==> config.mk <==
export PLATFORM = sky130hd
export DESIGN_NAME = rx_byte_buffer
export DESIGN_NICKNAME = d
export VERILOG_FILES = /design/src/rtl/rx_byte_buffer.sv
export SDC_FILE = /design/constraint.sdc
export NUM_CORES = 1
export LEC_CHECK = 0
export BUFFER_PORTS_ARGS = -buffer_cell sky130_fd_sc_hd__buf_2
export CAP_MARGIN = 40
export CORE_MARGIN = 5
export CORE_UTILIZATION = 30
export CTS_BUF_LIST = sky130_fd_sc_hd__clkbuf_16
export CTS_CLUSTER_SIZE = 10
export DETAILED_ROUTE_END_ITERATION = 10
export GPL_ROUTABILITY_DRIVEN = 0
export GPL_TIMING_DRIVEN = 0
export SLEW_MARGIN = 5
export SYNTH_ARGS = -nofsm -noshare
export SYNTH_HDL_FRONTEND = slang
export SYNTH_SLANG_ARGS = --single-unit
==> constraint.sdc <==
create_clock -name clk_in -period 3.5 [get_ports clk_in]
set_input_delay 1.05 -clock clk_in [delete_from_list [all_inputs] [get_ports clk_in]]
set_output_delay 1.05 -clock clk_in [all_outputs]
set_load 0.02 [all_outputs]
==> src/rtl/rx_byte_buffer.sv <==
// rx_byte_buffer: takes bytes from the UART receive stage and acknowledges
// each one with a one-cycle rx_done pulse. The bytes go into a
// first-word-fall-through FIFO that the CPU side reads.
// A sticky overrun flag records any byte dropped because the FIFO was full,
// so the receiver never has to stall.
// Optional feature macro: RX_BUF_IRQ_EN. It adds a registered irq output that
// is high when the fill level is at or above IRQ_LEVEL, or when overrun is set.
module rx_byte_buffer #(
    parameter int DEPTH     = 8,
    parameter int AW        = $clog2(DEPTH),
    parameter int IRQ_LEVEL = 4
) (
    input  logic          clk_in,
    input  logic          reset,
    input  logic          receive,
    input  logic [7:0]    rx_data,
    output logic          rx_done,
    output logic [7:0]    cpu_data,
    output logic          cpu_valid,
    input  logic          cpu_read,
    output logic [AW:0]   count,
    output logic          overrun,
    input  logic          overrun_clr
`ifdef RX_BUF_IRQ_EN
    ,
    output logic          irq
`endif
);

    typedef enum logic [1:0] {IDLE, ACK, WAIT_LOW} state_t;

    localparam logic [AW:0]   DEPTH_C = (AW+1)'(DEPTH);
    localparam logic [AW-1:0] PTR_ONE = {{(AW-1){1'b0}}, 1'b1};
    localparam logic [AW:0]   CNT_ONE = {{AW{1'b0}}, 1'b1};

    // Parameter legality is checked at elaboration.
    generate
        if (DEPTH < 2 || (DEPTH & (DEPTH - 1)) != 0) begin : g_bad_depth
            $error("rx_byte_buffer: DEPTH must be a power of two >= 2");
        end
        if (IRQ_LEVEL < 1 || IRQ_LEVEL > DEPTH) begin : g_bad_level
            $error("rx_byte_buffer: IRQ_LEVEL must be in 1..DEPTH");
        end
    endgenerate

    state_t          state_q, state_d;
    logic [AW-1:0]   rd_ptr_q, rd_ptr_d;
    logic [AW-1:0]   wr_ptr_q, wr_ptr_d;
    logic [AW:0]     count_q, count_d;
    logic            overrun_q, overrun_d;
    logic            rx_done_q;
    logic [7:0]      mem_q [DEPTH];

    logic            capture;   // IDLE sees a byte this cycle
    logic            pop;
    logic            push;
    logic            drop;

    // Handshake FSM. After an ack, it waits for receive to fall so that
    // one held byte is never captured twice.
    always_comb begin
        state_d = state_q;
        case (state_q)
            IDLE:     if (receive) state_d = ACK;
            ACK:      state_d = WAIT_LOW;
            WAIT_LOW: if (!receive) state_d = IDLE;
            default:  state_d = IDLE;
        endcase
    end

    // FIFO datapath. A pop in the same cycle frees a slot, so a push at full
    // is still accepted. A pop when empty does nothing.
    always_comb begin
        capture   = (state_q == IDLE) && receive;
        pop       = cpu_read && (count_q != '0);
        push      = capture && ((count_q < DEPTH_C) || pop);
        drop      = capture && !push;
        rd_ptr_d  = pop  ? rd_ptr_q + PTR_ONE : rd_ptr_q;
        wr_ptr_d  = push ? wr_ptr_q + PTR_ONE : wr_ptr_q;
        count_d   = count_q;
        if (push && !pop)      count_d = count_q + CNT_ONE;
        else if (pop && !push) count_d = count_q - CNT_ONE;
        // A new overrun takes priority over a clear in the same cycle.
        overrun_d = drop ? 1'b1 : (overrun_clr ? 1'b0 : overrun_q);
    end

    // Control and status registers. The FIFO storage is kept out of reset.
    always_ff @(posedge clk_in or posedge reset) begin
        if (reset) begin
            state_q   <= IDLE;
            rd_ptr_q  <= '0;
            wr_ptr_q  <= '0;
            count_q   <= '0;
            overrun_q <= 1'b0;
            rx_done_q <= 1'b0;
        end else begin
            state_q   <= state_d;
            rd_ptr_q  <= rd_ptr_d;
            wr_ptr_q  <= wr_ptr_d;
            count_q   <= count_d;
            overrun_q <= overrun_d;
            rx_done_q <= capture;
        end
    end

    // Byte storage write port.
    always_ff @(posedge clk_in) begin
        if (push) mem_q[wr_ptr_q] <= rx_data;
    end

`ifdef RX_BUF_IRQ_EN
    localparam logic [AW:0] LEVEL_C = (AW+1)'(IRQ_LEVEL);
    logic irq_q;

    // The interrupt is registered from the next-state fill level and overrun.
    always_ff @(posedge clk_in or posedge reset) begin
        if (reset) irq_q <= 1'b0;
        else       irq_q <= (count_d >= LEVEL_C) || overrun_d;
    end

    assign irq = irq_q;
`endif

    assign rx_done   = rx_done_q;
    assign cpu_data  = mem_q[rd_ptr_q];
    assign cpu_valid = (count_q != '0);
    assign count     = count_q;
    assign overrun   = overrun_q;

endmodule
After elaboration in Yosys (flattened, before gate mapping)
Memories as Yosys holds them, arrays and structs flattened.
Cells that the tools add are included.
Word-level totals
  input bits: 13
  word-level logic and storage cells: 39
  output and inout port bits: 15
  register bits after elaboration: 14
  memory bits (writable): 64
  memories: 1
Operators by class
  muxes and demuxes: 9
  $lt $le $gt $ge: 1
  add/subtract/negate cells: 4
  reductions and logical operators: 14
  eq/ne operators: 4
Memory list
  mem_q: depth 8, width 8, read ports 1, clocked after memory_dff 0, wr ports 1, line 52  | logic [7:0] mem_q [DEPTH];
Operator list (count)
  $mux 4: 2
  $add 3x1->3 const B: 2
  $logic_and 1x1->1: 6
  $pmux 2 s3: 1
  $add 4x1->4 const B: 1
  $lt 4x4->1 const B: 1
  $mux 1: 4
  $mux 2: 2
  $ne 2x2->1 const B: 2
  $reduce_bool 2->1: 2
  $reduce_bool 4->1: 1
  $sub 4x1->4 const B: 1
  $eq 2x1->1 const B: 1
  $eq 2x2->1 const B: 1
  $logic_not 1->1: 2
  $logic_not 2->1: 1
  $reduce_and 2->1: 1
  $logic_or 1x1->1: 1

Longest topological paths before layout
Gate-level depths: netlist of run 1.
  depth in word-level cells: 8
  gate-level depth with buffers: 9
  gate-level depth less buffers: 9

Least setup slack after synthesis of run 1
Ideal clock, no wire load.
  kind: in2reg
  start point: input port receive
  end point: register count_q[3] (netlist: count[3])
  path slack: 516 ps
  library setup time: 137 ps
  path buffers: 0
  stages on the path: 9
  arrival: 2847 ps
  data required time: 3363 ps
  path through: nor3b_2 > nand2_1 > inv_1 > ha_1 > inv_1 > ha_1 > or4_1 > nand3_1 > o221ai_1
Between the ends
  longest elaborated chain between the ends: 5
  elaborated cells between the ends (all ways): 7
  those cells by class: mux (1); reduce/logical (6)
RTL lines
  from (decl): line 15  | input logic receive,
  $logic_and 1x1->1 (*): line 74  | capture = (state_q == IDLE) && receive;
  $logic_and 1x1->1 (*): line 76  | push = capture && ((count_q < DEPTH_C) || pop);
  net push: line 56  | logic push;
  $logic_not 1->1: line 82  | else if (pop && !push) count_d = count_q - CNT_ONE;
  $logic_and 1x1->1: line 82
  $reduce_bool 2->1 (no source line)
  to (signal assigned): line 100  | count_q <= count_d;
  to (decl): line 49  | logic [AW:0] count_q, count_d;
The timed path passes the listed nets; every way through them passes the cells marked *.
A chain may end at the register's enable or synchronous reset.

Worst setup path after layout of run 1
  start point: register rd_ptr_q[1]
  end point: output port cpu_data[1]
Between the ends
  longest elaborated chain between the ends: 1
RTL lines
  from (decl): line 47  | logic [AW-1:0] rd_ptr_q, rd_ptr_d;
  from (signal assigned): line 98  | rd_ptr_q <= rd_ptr_d;
  $mem_v2 8x8
  to (decl): line 18  | output logic [7:0] cpu_data,
Every way passes these cells.

==> results of run 1 <==
-- layer usage --
metal  vias up  GRT usage (%)
met3         6          2.812
met1       810          12.54
met2        29          15.38
li1        764              -
met4         0          4.988
met5         -              0
-- area by class of cell --
| class | instances | area [um^2] | share of cell area (%) |
|---|---|---|---|
| clock inverters | 7 | 93.84 | 2.388 |
| plain buffers | 6 | 47.55 | 1.210 |
| repair buffers | 33 | 180.2 | 4.585 |
| clock buffers | 9 | 225.2 | 5.731 |
| multi-input cells | 77 | 917.1 | 23.34 |
| flip-flops and latches | 78 | 2272 | 57.82 |
| inverters | 5 | 18.77 | 0.4776 |
| well taps | 140 | 175.2 | 4.457 |
-- placed cells by master (no fill, tap or decap), drive strengths merged, types with 6 or more instances in the layout --
master  Yosys  final
edfxtp     64     64
buf         4     37
mux4       16     16
dfrtp      14     14
mux2       11     11
clkbuf      2     11
inv         5      7
xnor2       6      6
nor2        6      6
-- where the power goes --
part	leakage (uW)	total, uW	switching (uW)	internal [uW]
clock	0.000150	976	352	624
combinational	0.000528	1110	590	521
sequential	0.000748	1240	89.7	1150
total	0.00143	3330	1030	2300
-- state kept, by name (all words and copies together), names as in the netlist --
name,flops
overrun,1
rd_ptr_q,3
count,4
state_q,2
rx_done,1
wr_ptr_q,3
mem_q,64
-- path summary, 6_finish.rpt --
kind	from	to	slack, ns
max in group asynchronous	reset	rd_ptr_q[2]$_DFFE_PP0P_	2.38
max	rd_ptr_q[1]$_DFFE_PP0P_	cpu_data[1]	0.19
max reg2reg	count[1]$_DFFE_PP0P_	count[3]$_DFFE_PP0P_	0.64
min in group asynchronous	reset	overrun$_DFFE_PP0P_	0.75
min reg2reg	state_q[0]$_DFFE_PP0P_	rx_done$_DFF_PP0_	0.50
min	state_q[0]$_DFFE_PP0P_	rx_done$_DFF_PP0_	0.50
-- cells in the mapped netlist, types with 3 or more instances --
master,instances
edfxtp_1,64
mux4_1,16
dfrtp_1,14
mux2_2,11
nor2_1,6
xnor2_1,6
ha_1,5
inv_1,5
nand2_1,5
nand3_1,4
nand2b_1,3
nand3b_1,3
or3_1,3
-- kinds of logic after synthesis --
kind of cell	after synthesis	share of synthesized area, %
mux	29	17.39
buf+inv	11	2.043
compound gates	6	1.272
fa+ha+maj	6	2.544
xor+xnor	6	1.619
flops	78	70.01
simple gates	30	5.127
-- per-stage QoR --
| step | utilization, % | instances | instance area [um^2] | hold slack, ns | power (uW) |
|---|---|---|---|---|---|
| final | 36.74 | 355 | 3930 | 0.5006 | 3331 |
| after global routing | 36.74 | 355 | 3930 | 0.5320 | 3529 |
| after CTS | 36.74 | 355 | 3930 | 0.5091 | 3384 |
| after detailed placement | 33.75 | 339 | 3611 | 0.4942 | 2399 |
| after global placement | 33.24 | 333 | 3556 | 0.4816 | 2344 |
| after floorplan | - | 166 | 3246 | 0.4703 | 2062 |
-- worst max-delay path: stages (launching register included) --
cell	delay, ns
dfrtp_1	0.34
clkbuf_1	0.42
buf_2	0.38
mux4_1	0.34
mux2_2	0.29
buf_2	0.16
==> results.toml, run 1 <==
[status]
status = "finished clean"

[yosys]
synthDominantCellAreaShare_pct = 59.21
synthCells = 166
syn_area_mm2 = 0.003246
synth_edf_count = 64
ys_seq_elements = 78
yosysWarnings = 0
synth_area_leaders = "edfxtp_1 59%, mux4_1 13%, dfrtp_1 11%"
async_flop_share_pct = 17.95
synth_ff_type = "edfxtp_1"
synth_fp_nets = 185
synth-seq-area-share_pct = 70.01
synth.distinct_cells = 30
synth_area_leader_cell = "edfxtp_1"
avgSynthCellArea_um2 = 19.55

[sta]
max_freq_mhz = 302.1
setup-tns-final_ns = 0
setup_violations = 0
fin_crit_ns = 3.310
maxSlewViolCount = 0
post-route-period-util_pct = 94.58
setup_ws_ns = 0.1896
finClkSkew_ns = 0.007764
final-hold-violation-count = 0
worst_pin_slew_ns = 0.7953
max_slew_margin_pct = 46.69
rsz0062_at_grt = "false"

[cts]
hold_buffers = 0
htree_levels = 3
cts_repair_resize_count = 0
clk-insertion-delay-late_ns = 0.33
clk_pin_slew_worst_paths_ns = 0.06
post_cts_buffers = 0
cts-root-buf = "clkbuf_16"
cts.path.max_buffers = 2
cts.sinks = 78
cts_buffers = 9
tritoncts = "done"

[floorplanning]
fp.dieH_um = 114.0
die_x_um = 114.0
die_area_mm2 = 0.01300
ioPinCount = 28
rows = 38
core_area_mm2 = 0.01070
initial_utilization_pct = 30.34

[drt]
dr.pass1.iters = 6
vias = 1609
drc_errors = 0
top_layer = "met4"
drt_iter0_drc = 91
viasPerCell = 4.532
wl_met2_um = 2962
drtAntennaViolNets = 0
drt_wl_total_um = 5964
detailroute.wirelength.met3_um = 215
wire_per_inst_um = 16.80
wl_met1_um = 2693

[critical_path]
rr_worst_depth = 8
cp.arrival_ns = 2.26
worstSetupEndpointType = "output pin"
start_kind = "flop"
crit_type = "reg2out"
cp_max_fo = 10
worstPathRequired_ns = 2.45

[finish]
final_nets = 229
antenna-diode-count = 0
syn_to_final_growth_pct = 21.09
fillers = 987
drive_gt1_share_pct = 30.23

[power_and_ir_drop]
p_leak_uw = 0.001426
ir_worst_vdd_mv = 0.2692
powerDensity_mw_per_mm2 = 847.5

[placed_design]
pre_cts_slack_ns = 0.1499
dp_hpwl_um = 3891
io_buffers = 27

[global_route]
grt_pass1_vias = 1682
grt.total_usage_pct = 9.854
grt.overflow.total = 0
antenna_found_initial = 0
grt_pass1_wl_um = 9246
grt_start_max_net_pins = 15

[run]
drv_cap = 0

[hold_path]
hold_class = "reg2reg"
min_path_cells = 1
(Power assumes the default switching activity.)
==> run 2, diff against run 1 <==
--- a/config.mk
+++ b/config.mk
@@ -14,6 +14,7 @@
 export DETAILED_ROUTE_END_ITERATION = 10
 export GPL_ROUTABILITY_DRIVEN = 0
 export GPL_TIMING_DRIVEN = 0
+export MAX_ROUTING_LAYER = met4
 export SLEW_MARGIN = 5
 export SYNTH_ARGS = -nofsm -noshare
 export SYNTH_HDL_FRONTEND = slang
==> run 2 against run 1 <==
  * Non-clock buffer count is the same
  * Highest routed layer unchanged
  * First-iteration DRC count shrank 8.8%
  * Largest power group unchanged
  * Cell area is the same
==> results.toml, run 2 (synthesis results as in run 1) <==
[critical_path]
cp_common_cell = "buf_2"
cp_max_fo = 10
slowest_stage = "clkbuf_1"
cp.arrival_ns = 2.25
start_kind = "flop"
path_cells = "clkbuf_1, buf_2, mux4_1, mux2_2, buf_2"
critPathTopFamily = "buffers and inverters"
crit_type = "reg2out"
worstSetupEndpointType = "output pin"
r2r_slack_ns = 0.64
cpPeakStageDelay_ns = 0.41
path_buf_inv = 3
r2r-start = "count[1]$_DFFE_PP0P_"
crit_start = "rd_ptr_q[1]$_DFFE_PP0P_"
worstPathRequired_ns = 2.45

[global_route]
antenna_found_initial = 0
grt.overflow.total = 0
grt.total_usage_pct = 10.15
grt_start_max_net_pins = 15
grt_pass1_vias = 1687
grt_pass1_wl_um = 9252

[drt]
drc_errors = 0
drt_iter0_drc = 83
drtAntennaViolNets = 0
vias = 1626
viasPerCell = 4.580
detailroute.wirelength.met3_um = 257
wire_per_inst_um = 16.78
wl_met1_um = 2617
drt_wl_total_um = 5958
top_layer = "met4"
dr.pass1.iters = 4
wl_met2_um = 2994

[finish]
antenna-diode-count = 0
drive_gt1_share_pct = 30.23
layout_common_cells = "64 x edfxtp_1, 28 x buf_2, 16 x mux4_1"
final_nets = 229
regMostFlops = "mem_q"
final_common_cell = "edfxtp_1"
largest_register_ffs = 64
finalNonFillerCells = 355
final_cell_area_mm2 = 0.003930
syn_to_final_growth_pct = 21.09

[cts]
cts_repair_resize_count = 0
post_cts_buffers = 0
cts.sinks = 78
tritoncts = "done"
clk-insertion-delay-late_ns = 0.33
cts_buffers = 9
clk_pin_slew_worst_paths_ns = 0.06
cts-root-buf = "clkbuf_16"
htree_levels = 3
cts.path.max_buffers = 2
hold_buffers = 0

[floorplanning]
core_area_mm2 = 0.01070
fp.dieH_um = 114.0
rows = 38
ioPinCount = 28
die_x_um = 114.0
initial_utilization_pct = 30.34
die_area_mm2 = 0.01300

[power_and_ir_drop]
seq_power_share_pct = 37.4
clockPowerShare_pct = 29.3
ir_worst_vdd_mv = 0.2682
powerDensity_mw_per_mm2 = 846.7
combPwrFrac_pct = 33.3
p_sw_share_pct = 30.91
switchingPower_uw = 1028
p_leak_uw = 0.001426
internal_power_uw = 2299

[sta]
finClkSkew_ns = 0.008120
post-route-period-util_pct = 94.34
maxSlewViolCount = 0
setup-tns-final_ns = 0
final-hold-violation-count = 0
max_slew_margin_pct = 45.64
fin_crit_ns = 3.302
worst_pin_slew_ns = 0.8110
setup_violations = 0
max_freq_mhz = 302.8
rsz0062_at_grt = "false"

[placed_design]
dp_cells = 339
placed_area_mm2 = 0.003611
dp_hpwl_um = 3891
io_buffers = 27

[run]
drv_cap = 0

[hold_path]
hold_class = "reg2reg"
min_from = "state_q[0]$_DFFE_PP0P_"

[status]
status = "finished clean"
[run 2: power by group through the flow]
stage	clock, uW	sequential (uW)	combinational [uW]
floorplan	0	1280	781
global placement	0	1250	1090
detailed placement	0	1260	1140
CTS	1000	1250	1140
global route	1040	1260	1220
finish	975	1240	1110
[run 2: final timing paths]
path                       depth (start not counted)                      end
min                                                1        rx_done$_DFF_PP0_
min reg2reg                                        1        rx_done$_DFF_PP0_
min in group asynchronous                          2      overrun$_DFFE_PP0P_
max                                                5              cpu_data[1]
max in group asynchronous                          2  rd_ptr_q[2]$_DFFE_PP0P_
max reg2reg                                        8     count[3]$_DFFE_PP0P_
[run 2: worst register-to-register path: stages, from the launching register on]
cell,delay [ns]
dfrtp_1,0.43
or4_1,0.61
nand2_1,0.17
ha_1,0.25
inv_1,0.12
ha_1,0.36
or4_1,0.52
nand3_1,0.11
o221ai_1,0.14
[run 2: final cells by class]
type                    instances  area [um^2]
repair buffers                 33        180.2
flip-flops and latches         78         2272
fillers                       987         6768
plain buffers                   6        47.55
multi-input cells              77        917.1
inverters                       5        18.77
well taps                     140        175.2
clock buffers                   9        225.2
clock inverters                 7        93.84
[run 2: metrics by stage]
step,power [uW],worst slack [ns],hold WS (ns),util (%)
6_report,3327,0.1979,0.5007,36.74
5_1_grt,3529,0.05898,0.5320,36.74
4_1_cts,3384,0.1429,0.5091,36.74
3_5_place_dp,2399,0.1499,0.4942,33.75
3_3_place_gp,2344,0.2094,0.4816,33.24
2_1_floorplan,2062,0.5158,0.4703,-
[run 2: per-layer routing]
metal,up-vias,global-route usage (%)
li1,762,-
met1,820,12.58
met2,36,15.46
met3,8,2.334
met4,0,5.463
met5,-,-
